**src/rtl/lsu_pkg.sv**
```systemverilog
// Shared definitions for the LSU SRAM port: access size encodings, FSM states
// and the alignment rule used to reject accesses before they reach the SRAM.
package lsu_pkg;

    localparam logic [1:0] SZ_BYTE = 2'd0;
    localparam logic [1:0] SZ_HALF = 2'd1;
    localparam logic [1:0] SZ_WORD = 2'd2;

    typedef enum logic {
        StIdle,
        StResp
    } lsu_state_e;

    // Size 3 is reserved, so it is reported the same way as a misaligned access.
    function automatic logic access_err(logic [1:0] size, logic [1:0] off);
        logic err;
        unique case (size)
            SZ_BYTE: err = 1'b0;
            SZ_HALF: err = off[0];
            SZ_WORD: err = (off != 2'b00);
            default: err = 1'b1;
        endcase
        return err;
    endfunction

endpackage

```
**src/rtl/lsu_load_extract.sv**
```systemverilog
// Selects the addressed byte/half of an SRAM read word and zero- or
// sign-extends it to 32 bits.
module lsu_load_extract
    import lsu_pkg::*;
(
    input  logic [31:0] rdata_i,
    input  logic [1:0]  off_i,
    input  logic [1:0]  size_i,
    input  logic        signed_i,
    output logic [31:0] data_o
);

    logic [7:0]  byte_v;
    logic [15:0] half_v;

    always_comb begin
        byte_v = 8'h00;
        half_v = 16'h0000;
        data_o = 32'h0000_0000;
        unique case (off_i)
            2'd0: byte_v = rdata_i[7:0];
            2'd1: byte_v = rdata_i[15:8];
            2'd2: byte_v = rdata_i[23:16];
            default: byte_v = rdata_i[31:24];
        endcase
        half_v = off_i[1] ? rdata_i[31:16] : rdata_i[15:0];
        unique case (size_i)
            SZ_BYTE: data_o = {{24{signed_i & byte_v[7]}}, byte_v};
            SZ_HALF: data_o = {{16{signed_i & half_v[15]}}, half_v};
            SZ_WORD: data_o = rdata_i;
            default: data_o = 32'h0000_0000;
        endcase
    end

endmodule

```
**src/rtl/lsu_sram_port.sv**
```systemverilog
// Single-outstanding load/store port onto a synchronous SRAM with a
// registered read output; the response is presented one cycle after accept.
module lsu_sram_port
    import lsu_pkg::*;
#(
    parameter int unsigned MEM_AW = 12
) (
    input  logic              CLK,
    input  logic              RESET,
    input  logic              req_valid,
    output logic              req_ready,
    input  logic              req_we,
    input  logic [1:0]        req_size,
    input  logic              req_signed,
    input  logic [MEM_AW+1:0] req_addr,
    input  logic [31:0]       req_wdata,
    output logic              rsp_valid,
    input  logic              rsp_ready,
    output logic [31:0]       rsp_rdata,
    output logic              rsp_err,
    output logic              CSN,
    output logic [MEM_AW-1:0] ADDR,
    output logic              WE,
    output logic [3:0]        BE,
    output logic [31:0]       DI,
    input  logic [31:0]       DO
);

    lsu_state_e state_q;
    logic [1:0] off_q;
    logic [1:0] size_q;
    logic       signed_q;
    logic       we_q;
    logic       err_q;

    logic        accept;
    logic        req_err;
    logic        sram_en;
    logic [1:0]  req_off;
    logic [31:0] load_data;

    assign req_off = req_addr[1:0];
    assign req_err = access_err(req_size, req_off);

    always_comb begin
        req_ready = 1'b0;
        if (!RESET) begin
            req_ready = (state_q == StIdle) || rsp_ready;
        end
    end

    assign accept  = req_valid && req_ready;
    assign sram_en = accept && !req_err;

    always_comb begin
        CSN  = ~sram_en;
        ADDR = req_addr[MEM_AW+1:2];
        WE   = sram_en & req_we;
        BE   = 4'b1111;
        DI   = req_wdata;
        if (req_we) begin
            unique case (req_size)
                SZ_BYTE: begin
                    BE = 4'b0001 << req_off;
                    DI = {4{req_wdata[7:0]}};
                end
                SZ_HALF: begin
                    BE = 4'b0011 << {req_off[1], 1'b0};
                    DI = {2{req_wdata[15:0]}};
                end
                default: begin
                    BE = 4'b1111;
                    DI = req_wdata;
                end
            endcase
        end
    end

    always_ff @(posedge CLK) begin
        if (RESET) begin
            state_q  <= StIdle;
            off_q    <= 2'b00;
            size_q   <= SZ_BYTE;
            signed_q <= 1'b0;
            we_q     <= 1'b0;
            err_q    <= 1'b0;
        end else if (accept) begin
            // Covers both IDLE->RESP and RESP->RESP with a same-cycle handshake.
            state_q  <= StResp;
            off_q    <= req_off;
            size_q   <= req_size;
            signed_q <= req_signed;
            we_q     <= req_we;
            err_q    <= req_err;
        end else if (state_q == StResp && rsp_ready) begin
            state_q <= StIdle;
        end
    end

    lsu_load_extract u_extract (
        .rdata_i  (DO),
        .off_i    (off_q),
        .size_i   (size_q),
        .signed_i (signed_q),
        .data_o   (load_data)
    );

    // DO stays valid while stalled because CSN is held high outside accept cycles.
    always_comb begin
        rsp_valid = (state_q == StResp);
        rsp_err   = rsp_valid && err_q;
        rsp_rdata = 32'h0000_0000;
        if (rsp_valid && !we_q && !err_q) begin
            rsp_rdata = load_data;
        end
    end

endmodule

```
**config.mk**
```make
export PLATFORM = sky130hd
export DESIGN_NAME = lsu_sram_port
export DESIGN_NICKNAME = d
export VERILOG_FILES = /design/src/rtl/lsu_pkg.sv /design/src/rtl/lsu_load_extract.sv /design/src/rtl/lsu_sram_port.sv
export SDC_FILE = /design/constraint.sdc
export NUM_CORES = 1
export LEC_CHECK = 0
export BUFFER_PORTS_ARGS = -buffer_cell sky130_fd_sc_hd__buf_2
export CAP_MARGIN = 20
export CORE_ASPECT_RATIO = 0.6
export CORE_MARGIN = 3
export CORE_UTILIZATION = 36
export CTS_CLUSTER_DIAMETER = 200
export DETAILED_ROUTE_END_ITERATION = 16
export PLACE_DENSITY_LB_ADDON = 0.1
export SYNTH_ARGS = -nofsm -noshare
export SYNTH_HDL_FRONTEND = slang
export SYNTH_SLANG_ARGS = --single-unit
```
**constraint.sdc**
```tcl
create_clock -name CLK -period 2.2 [get_ports CLK]
set_clock_uncertainty 0.2 [all_clocks]
set_input_delay 0.44 -clock CLK [delete_from_list [all_inputs] [get_ports CLK]]
set_output_delay 0.44 -clock CLK [all_outputs]
set_load 0.005 [all_outputs]
```
# == Yosys cells after proc, flatten, opt, wreduce, memory -nomap -nowiden ==
# Index checks and enable logic that the tools add are counted.
# op_classes
n_eq_ne,6
shifts,2
n_mux,12
n_bitwise,5
reduce_logical,15
# ops
operator,n
$pmux W32 S3,1
$mux W32,2
$pmux W32 S2,1
$pmux W8 S3,1
$mux W16,1
$pmux W4 S2,1
$eq A2 B1 Y1 const B,3
$eq A2 B2 Y1 const B,3
$logic_and A1 B1 Y1,6
$logic_not A2 Y1,3
$mux W4,1
$reduce_bool A2 Y1,2
$shl A1 B2 Y4 const A,1
$shl A2 B2 Y4 const A,1
$and A1 B1 Y1,3
$logic_not A1 Y1,3
$mux W1,3
$pmux W1 S3,1
$not A1 Y1,2
$logic_or A1 B1 Y1,1
# totals
regBits,8
input_bits,86
output_inout_bits,85
word_cells,46

# == Depth between registers and ports, before layout ==
# Gate-level depths: netlist (run 1).
# logic_depth
ltp_word,6
mapped_depth,7
mapped_depth_nobuf,4

# == Cells and area by module ==
# From an unflattened synthesis (run 1), not the netlist that was laid out.
# hier_totals
hier_cells,262
area_unflattened_um2,1924.3
# modules_own_cells
module,n_inst,cells_each,area_per_inst_um2,seq_area_each_um2
lsu_sram_port,1,167,1206.2,160.2
lsu_load_extract,1,95,718.2,0.0

# == Worst setup path after synthesis (run 1) ==
# No wires, ideal clock.
# synth_timing
kind,register to output
start,reg size_q[1]
end,out rsp_rdata[21]
arrival_time_ps,1372
t_required_ps,1560
path_slack_ps,188
stages_incl_launch_ff,7
path_buffers,2
cell_sequence,dfxtp_1 buf_6 or3_4 o22ai_4 o21ai_4 buf_6 a21oi_2
# synth_via
elab_chain_len,3
elab_cells_between_ends,5
cone_classes,eq/ne: 2; mux: 2; reduce/logical: 1
# synth_rtl
element,line_no,rtl
"start, declared",lsu_sram_port.sv:31,logic [1:0] size_q;
"start signal, assigned",lsu_sram_port.sv:91,size_q <= req_size;
$eq A2 B2 Y1 (tied with other cells),lsu_load_extract.sv:27,unique case (size_i)
$pmux W32 S3 (*),lsu_load_extract.sv:27,
$mux W32 (*),lsu_sram_port.sv:113,if (rsp_valid && !we_q && !err_q) begin
"end, declared",lsu_sram_port.sv:19,"output logic [31:0] rsp_rdata,"
# Mark *: on every way between the ends. The rest lies on a longest branch, timed or not.

# == Worst setup path in the final report (run 1) ==
# layout_timing
start,reg size_q[1]
end,out rsp_rdata[23]
# Same word-level chain as after synthesis.

==> out/qor.json, run 1 <==
{
  "result_of_the_run": {"value": "finished, violations left"},
  "violated_checks": {"value": "negative setup slack"},
  "power.density": {"value": 328, "unit": "mW/mm2"},
  "power.internal": {"value": 0.000521, "unit": "W"},
  "max_h_tree_level": {"value": 1},
  "fin_setup_tns": {"value": -2.18, "unit": "ns"},
  "grt_first_pass_wirelength": {"value": 8.67, "unit": "mm"},
  "synth.distinct_cells": {"value": 30},
  "overall_fraction_of_global_route_tracks_in_use": {"value": 19.4, "unit": "%"},
  "detail_routed_net_length_per_standard_cell": {"value": 13.5, "unit": "um"},
  "clock_path_buffers": {"value": 2},
  "gp_routability_congestion": {"value": 0.762},
  "final_max_slew_viol_count": {"value": 0},
  "final.fill_count": {"value": 443},
  "count_of_mapped_cells_out_of_synthesis": {"value": 252},
  "die_x": {"value": 94.3, "unit": "um"},
  "post-route-util": {"value": 59.0, "unit": "%"},
  "period_share": {"value": 106, "unit": "%"},
  "drt-pass1-iter-count": {"value": 4},
  "drc": {"value": 0},
  "worstSetupPathType": {"value": "register to output pin"},
  "hold_buffers": {"value": 0},
  "synth.top_cells.by_area": {"value": "sky130_fd_sc_hd__nand2_1 15%, sky130_fd_sc_hd__mux2_2 15%, sky130_fd_sc_hd__dfxtp_1 9.5%, sky130_fd_sc_hd__buf_4 8.9%, sky130_fd_sc_hd__a21oi_1 7.1%"},
  "critical-path-slowest-cell": {"value": "sky130_fd_sc_hd__or3_4"},
  "hold_viol": {"value": 0},
  "vias_per_cell": {"value": 4.89},
  "ys_warn_count": {"value": 0},
  "synthesis.nets": {"value": 338},
  "ant_nets": {"value": 0},
  "buffer_ports.inserted": {"value": 146},
  "antenna-diode-count": {"value": 0},
  "critical_path_arrival": {"value": 1.68, "unit": "ns"},
  "max_freq": {"value": 0.431, "unit": "GHz"},
  "endpoint_kind": {"value": "output pin"},
  "cts_buffers": {"value": 3},
  "sequential_cell_area": {"value": 169, "unit": "um2"},
  "synth.cell_area": {"value": 0.00168, "unit": "mm2"},
  "grt_start_max_net_pins": {"value": 32},
  "max-slew-margin-rel": {"value": 76.6, "unit": "%"},
  "postRouteWirelength": {"value": 5.92, "unit": "mm"},
  "via_count_of_the_first_global_routing_pass": {"value": 1776},
  "area.growth.synth_to_final": {"value": 50.6, "unit": "%"},
  "fp.dieArea": {"value": 0.00556, "unit": "mm2"},
  "ys_seq_elements": {"value": 8},
  "clk_latency": {"value": 0.23, "unit": "ns"},
  "crit_path_start_kind": {"value": "register"},
  "cts.clk_slew.worst_paths": {"value": 0.04, "unit": "ns"},
  "worst_ir_drop_vdd": {"value": 376, "unit": "uV"},
  "cp.required": {"value": 1.56, "unit": "ns"},
  "rsz0062_at_grt": {"value": "true"},
  "multi_input_area": {"value": 0.00133, "unit": "mm2"},
  "layout.nets": {"value": 468},
  "sequential_to_total_area_share_from_yosys_stat": {"value": 9.51, "unit": "%"},
  "std_cell_rows": {"value": 18},
  "layout_cells_sized_above_1": {"value": 57.1, "unit": "%"},
  "first_iter_violations": {"value": 80},
  "path_delay_family": {"value": "compound AO/OA/AOI/OAI gates"},
  "worstPathMaxFanout": {"value": 8},
  "hold_path.class": {"value": "input pin to register"},
  "total_vias_in_the_final_route": {"value": 2152},
  "power.switching_fraction": {"value": 37.4, "unit": "%"},
  "static-leakage-power": {"value": 1.28, "unit": "nW"},
  "layout_setup_ws": {"value": -0.121, "unit": "ns"},
  "num_io_pins": {"value": 171},
  "chipHeight": {"value": 59.0, "unit": "um"},
  "yosys_most_used_dff": {"value": "sky130_fd_sc_hd__dfxtp_1"},
  "initial_utilization": {"value": 39.2, "unit": "%"},
  "leading_cell_type_in_the_layout_fill_and_taps_excluded": {"value": "sky130_fd_sc_hd__buf_2"},
  "combPwrFrac": {"value": 58.5, "unit": "%"},
  "share_seq_of_total_power": {"value": 20.4, "unit": "%"},
  "clock_sink_count": {"value": 8},
  "synth.largest_area_cell": {"value": "sky130_fd_sc_hd__nand2_1"},
  "setup_viol": {"value": 29},
  "total_power": {"value": 0.000833, "unit": "W"},
  "number_of_enable_flip_flop_cells_after_synthesis": {"value": 0},
  "clock-root-buffer": {"value": "sky130_fd_sc_hd__clkbuf_8"},
  "maxCapViolations": {"value": 0},
  "tritoncts_clock_tree": {"value": "built"},
  "antenna_found_initial": {"value": 0},
  "synth_top_area_share": {"value": 14.9, "unit": "%"},
  "final.hold.worst_slack": {"value": 0.247, "unit": "ns"},
  "syn_avg_cell_area": {"value": 6.68, "unit": "um2"},
  "hpwl": {"value": 4.89, "unit": "mm"},
  "worstMarginPinSlew": {"value": 0.350, "unit": "ns"},
  "critPathMaxStageDelay": {"value": 0.39, "unit": "ns"},
  "gr-total-overflow": {"value": 0},
  "net-switching-power": {"value": 0.000312, "unit": "W"},
  "core_area": {"value": 0.00430, "unit": "mm2"},
  "asyncSetResetFlopFracSynth": {"value": 0, "unit": "%"},
  "path_buf_inv": {"value": 2},
  "fin_crit": {"value": 2.32, "unit": "ns"},
  "leading_cell_types_in_the_layout_fill_and_taps_excluded": {"value": "146 x sky130_fd_sc_hd__buf_2, 66 x sky130_fd_sc_hd__nand2_1, 22 x sky130_fd_sc_hd__mux2_2"},
  "crit_chain": {"value": "or3_4 -> o22ai_4 -> o21ai_4 -> clkbuf_16 -> a21oi_2 -> buf_2"},
  "clk_pwr_share": {"value": 21.0, "unit": "%"}
}
worst register-to-register path, cell delays in order (launching register included):
cell	delay (ns)
sky130_fd_sc_hd__dfxtp_1	0.33
sky130_fd_sc_hd__nor2b_1	0.16
sky130_fd_sc_hd__nor3b_1	0.26
sky130_fd_sc_hd__buf_4	0.23
sky130_fd_sc_hd__mux2i_1	0.19
sky130_fd_sc_hd__nor2_1	0.05
synthesized netlist by cell type, types with 2 or more instances:
cell,count
sky130_fd_sc_hd__clkbuf_1,9
sky130_fd_sc_hd__a22oi_1,13
sky130_fd_sc_hd__nand2b_1,9
sky130_fd_sc_hd__o21ai_0,18
sky130_fd_sc_hd__inv_1,3
sky130_fd_sc_hd__buf_2,5
sky130_fd_sc_hd__buf_4,20
sky130_fd_sc_hd__a21oi_1,24
sky130_fd_sc_hd__nor2_1,11
sky130_fd_sc_hd__buf_6,3
sky130_fd_sc_hd__mux2_2,22
sky130_fd_sc_hd__nand2_1,67
sky130_fd_sc_hd__nor3b_1,2
sky130_fd_sc_hd__nor2b_1,4
sky130_fd_sc_hd__dfxtp_1,8
sky130_fd_sc_hd__a21oi_2,9
sky130_fd_sc_hd__mux2i_1,12
layer usage:
metal  wire length [um]  vias up  global-route usage [%]
li1                   -     1108                       -
met1               2750      953                    28.8
met2               2630       85                    30.2
met3                504        6                    3.05
met4                 39        0                    3.29
met5                  0        -                       0
logic make-up (layout without fill, tap and decap cells):
| group | Yosys count | count (layout) | synth area share, % |
|---|---|---|---|
| DFF | 8 | 8 | 9.51 |
| AOI/OAI and AO/OA | 70 | 70 | 27.6 |
| and+or+nand+nor | 99 | 99 | 25.8 |
| muxes | 34 | 34 | 21.8 |
| buffers and inverters | 41 | 169 | 15.3 |
power by group through the flow:
stage	Clock [W]	Combinational [W]	Sequential, W
after CTS	0.000178	0.000489	0.000170
after floorplan	0	0.000280	0.000167
after global placement	0	0.000456	0.000171
final	0.000175	0.000487	0.000170
after global routing	0.000188	0.000538	0.000171
after detailed placement	0	0.000461	0.000171
metrics by stage:
| step | cells | cell area, um2 | worst slack, ns |
|---|---|---|---|
| floorplan | 252 | 1680 | 0.188 |
| global placement | 434 | 2390 | -0.00725 |
| detailed placement | 434 | 2390 | -0.0499 |
| CTS | 440 | 2530 | -0.133 |
| global route | 440 | 2540 | -0.178 |
| finish | 440 | 2540 | -0.121 |
area by class of cell:
cell class | count | area share, %
timing repair buffer | 163 | 36.0
inverter | 3 | 0.444
multi-input combinational | 203 | 52.3
sequential | 8 | 6.66
clock buffer | 3 | 1.63
tap | 60 | 2.96
path summary, 6_finish.rpt:
check                                 from       endpoint  slack [ns]  depth (start not counted)
worst max-delay path             size_q[1]  rsp_rdata[23]       -0.12                          6
worst max register to register   rsp_valid           we_q        0.67                          5
worst min register to register       err_q          err_q        0.28                          2
worst min-delay path            req_signed       signed_q        0.25                          3
registers in the layout, summed over array words and instances, names as in the netlist:
signal     count
err_q          1
off_q          2
rsp_valid      1
signed_q       1
size_q         2
we_q           1
repair_timing:
action	CTS	global route
gates cloned	1	0
resized for setup	17	3
hold endpoints to repair	0	0
pin swaps	3	2
buffers inserted	2	0
endpoints found under the setup margin	32	31
Power figures use the tool's default switching activity.
==> run 2: changes to the inputs <==
ABC_CLOCK_PERIOD_IN_PS = 2200   (was default)
CELL_PAD_IN_SITES_DETAIL_PLACEMENT = 0   (was default)
CELL_PAD_IN_SITES_GLOBAL_PLACEMENT = 1   (was default)
CORE_UTILIZATION = 22   (was 36)
GPL_TIMING_DRIVEN = 0   (was default)
==> run 2 against run 1 <==
Maximum frequency fell by 2.8%. First-iteration DRC count grew 40%. Wire length is 23% higher. Critical endpoint is now rsp_rdata[22]. Highest routed layer unchanged. Utilization is 19 points lower. Critical path type unchanged. Combinational power is 14% higher. The flow still finishes with violations (negative setup slack).
==> out/qor.json, run 2 (synthesized netlist as in run 1, its figures left out) <==
{
  "overall_fraction_of_global_route_tracks_in_use": {"value": 15.0, "unit": "%", "change": "-4.4 points"},
  "first_iter_violations": {"value": 112, "change": "+40%"},
  "setup_viol": {"value": 25, "change": "-14%"},
  "layout.nets": {"value": 508, "change": "+8.5%"},
  "violated_checks": {"value": "negative setup slack"},
  "gp_routability_congestion": {"value": 0.769, "change": "+0.95%"},
  "clk_latency": {"value": 0.23, "unit": "ns", "change": "about the same"},
  "die_x": {"value": 119, "unit": "um", "change": "+26%"},
  "worstMarginPinSlew": {"value": 0.432, "unit": "ns", "change": "+0.0819 ns"},
  "period_share": {"value": 109, "unit": "%", "change": "+3.1 points"},
  "layout_setup_ws": {"value": -0.189, "unit": "ns", "change": "-0.0677 ns"},
  "grt_start_max_net_pins": {"value": 11, "change": "-66%"},
  "final.fill_count": {"value": 824, "change": "+86%"},
  "core_area": {"value": 0.00736, "unit": "mm2", "change": "+71%"},
  "fin_setup_tns": {"value": -3.98, "unit": "ns", "change": "-1.80 ns"},
  "antenna_found_initial": {"value": 0, "change": "unchanged"},
  "total_vias_in_the_final_route": {"value": 2326, "change": "+8.1%"},
  "area.growth.synth_to_final": {"value": 72.7, "unit": "%"},
  "final_max_slew_viol_count": {"value": 0, "change": "unchanged"},
  "max_h_tree_level": {"value": 1, "change": "unchanged"},
  "endpoint_kind": {"value": "output pin"},
  "cts.clk_slew.worst_paths": {"value": 0.04, "unit": "ns", "change": "about the same"},
  "r2r_setup_slack": {"value": 0.67, "unit": "ns", "change": "about the same"},
  "multi_input_area": {"value": 0.00137, "unit": "mm2", "change": "+3.6%"},
  "cp.required": {"value": 1.56, "unit": "ns", "change": "about the same"},
  "leading_cell_type_in_the_layout_fill_and_taps_excluded": {"value": "sky130_fd_sc_hd__buf_2"},
  "worstSetupPathType": {"value": "register to output pin"},
  "ant_nets": {"value": 0, "change": "unchanged"},
  "path_buf_inv": {"value": 3, "change": "+1"},
  "fin_crit": {"value": 2.39, "unit": "ns", "change": "+0.0677 ns"},
  "drt-pass1-iter-count": {"value": 5, "change": "+1"},
  "initial_utilization": {"value": 22.9, "unit": "%", "change": "-16 points"},
  "worstPathMaxFanout": {"value": 10, "change": "+2"},
  "critPathMaxStageDelay": {"value": 0.37, "unit": "ns", "change": "-0.02 ns"},
  "hold_viol": {"value": 0, "change": "unchanged"},
  "clock_sink_count": {"value": 8, "change": "unchanged"},
  "via_count_of_the_first_global_routing_pass": {"value": 1959, "change": "+10%"},
  "drc": {"value": 0, "change": "unchanged"},
  "power.density": {"value": 354, "unit": "mW/mm2", "change": "+7.8%"},
  "critical_path_arrival": {"value": 1.75, "unit": "ns", "change": "+0.07 ns"},
  "crit_path_start_kind": {"value": "register"},
  "antenna-diode-count": {"value": 0, "change": "unchanged"},
  "clock_path_buffers": {"value": 2, "change": "unchanged"},
  "vias_per_cell": {"value": 4.44, "change": "-9.2%"},
  "fp.dieArea": {"value": 0.00878, "unit": "mm2", "change": "+58%"},
  "detail_routed_net_length_per_standard_cell": {"value": 13.9, "unit": "um", "change": "+3.4%"},
  "std_cell_rows": {"value": 24, "change": "+6"},
  "grt_first_pass_wirelength": {"value": 10.6, "unit": "mm", "change": "+22%"},
  "hpwl": {"value": 5.99, "unit": "mm", "change": "+22%"},
  "cts_buffers": {"value": 3, "change": "unchanged"},
  "max-slew-margin-rel": {"value": 71.2, "unit": "%", "change": "-5.5 points"},
  "chipHeight": {"value": 73.8, "unit": "um", "change": "+25%"},
  "maxCapViolations": {"value": 0, "change": "unchanged"},
  "tritoncts_clock_tree": {"value": "built"},
  "num_io_pins": {"value": 171, "change": "unchanged"},
  "crit_chain": {"value": "buf_6 -> or3_4 -> o22ai_4 -> o21ai_4 -> buf_8 -> a21oi_2 -> buf_2"},
  "static-leakage-power": {"value": 1.49, "unit": "nW", "change": "+16%"},
  "total_power": {"value": 0.00103, "unit": "W", "change": "+24%"},
  "buffer_ports.inserted": {"value": 156, "change": "+6.8%"},
  "clock-root-buffer": {"value": "sky130_fd_sc_hd__clkbuf_16"},
  "reg.largest.list": {"value": "off_q: 2 flops, size_q: 2 flops"},
  "worst_ir_drop_vdd": {"value": 252, "unit": "uV", "change": "-33%"},
  "rsz0062_at_grt": {"value": "true"},
  "critical-path-slowest-cell": {"value": "sky130_fd_sc_hd__or3_4"},
  "hold_buffers": {"value": 0, "change": "unchanged"},
  "post-route-util": {"value": 39.5, "unit": "%", "change": "-19 points"},
  "hold_path.class": {"value": "input pin to register"},
  "max_freq": {"value": 0.419, "unit": "GHz", "change": "-2.8%"},
  "postRouteWirelength": {"value": 7.29, "unit": "mm", "change": "+23%"},
  "path_delay_family": {"value": "compound AO/OA/AOI/OAI gates"},
  "sequential_cell_area": {"value": 166, "unit": "um2", "change": "-1.5%"},
  "result_of_the_run": {"value": "finished, violations left"},
  "layout_cells_sized_above_1": {"value": 62.1, "unit": "%", "change": "+5.0 points"},
  "gr-total-overflow": {"value": 0, "change": "unchanged"},
  "leading_cell_types_in_the_layout_fill_and_taps_excluded": {"value": "159 x sky130_fd_sc_hd__buf_2, 65 x sky130_fd_sc_hd__nand2_1, 29 x sky130_fd_sc_hd__buf_4"}
}
run 2: changes by cell type in the layout (fill, tap and decap cells not counted), sizes merged:
cell,delta
clkbuf,+7
buf,+33
run 2: per-layer routing:
layer	routed length, um	GRT usage (%)	vias up
met5	0	0	-
li1	-	-	1186
met1	3880	23.8	1047
met2	2930	20.6	89
met3	456	2.92	4
met4	27	2.31	0
run 2: worst min-delay path: stages:
cell and delay (ns):
sky130_fd_sc_hd__buf_2 0.07, sky130_fd_sc_hd__nand2_1 0.04, sky130_fd_sc_hd__o21ai_0 0.06
run 2: final cells by class:
type	count	share of cell area (%)
Multi-Input combinational cell	203	47.2
Timing Repair Buffer	166	30.4
Buffer	37	9.20
Sequential cell	8	5.72
Tap cell	104	4.47
Clock buffer	3	2.58
Inverter	3	0.387
run 2: power breakdown:
group	leakage, nW	total, W	internal [W]	switching (W)
Clock	0.0370	0.000302	0.000234	0.0000681
Combinational	1.38	0.000557	0.000284	0.000272
Sequential	0.0675	0.000171	0.000157	0.0000140
run 2: final timing paths:
kind                                 start             to  cells past startpoint
worst min-delay path            req_signed       signed_q                      3
worst max register to register   rsp_valid      size_q[1]                      5
worst max-delay path              off_q[1]  rsp_rdata[22]                      7
worst min register to register        we_q           we_q                      2
run 2: repair_timing:
item                                    in CTS  in global routing
endpoints found under the setup margin      59                 36
resized for setup                           30                 16
pin swaps                                    7                  6
buffers inserted                             7                  4
run 2: through the flow:
stage | hold slack [ns] | cell area (um2) | cells | setup WS, ns
6_report | 0.221 | 2910 | 524 | -0.189
5_1_grt | 0.230 | 2910 | 524 | -0.266
4_1_cts | 0.220 | 2840 | 521 | -0.202
3_5_place_dp | 0.291 | 2590 | 512 | -0.311
3_3_place_gp | 0.280 | 2590 | 512 | -0.288
2_1_floorplan | 0.258 | 1680 | 252 | 0.188
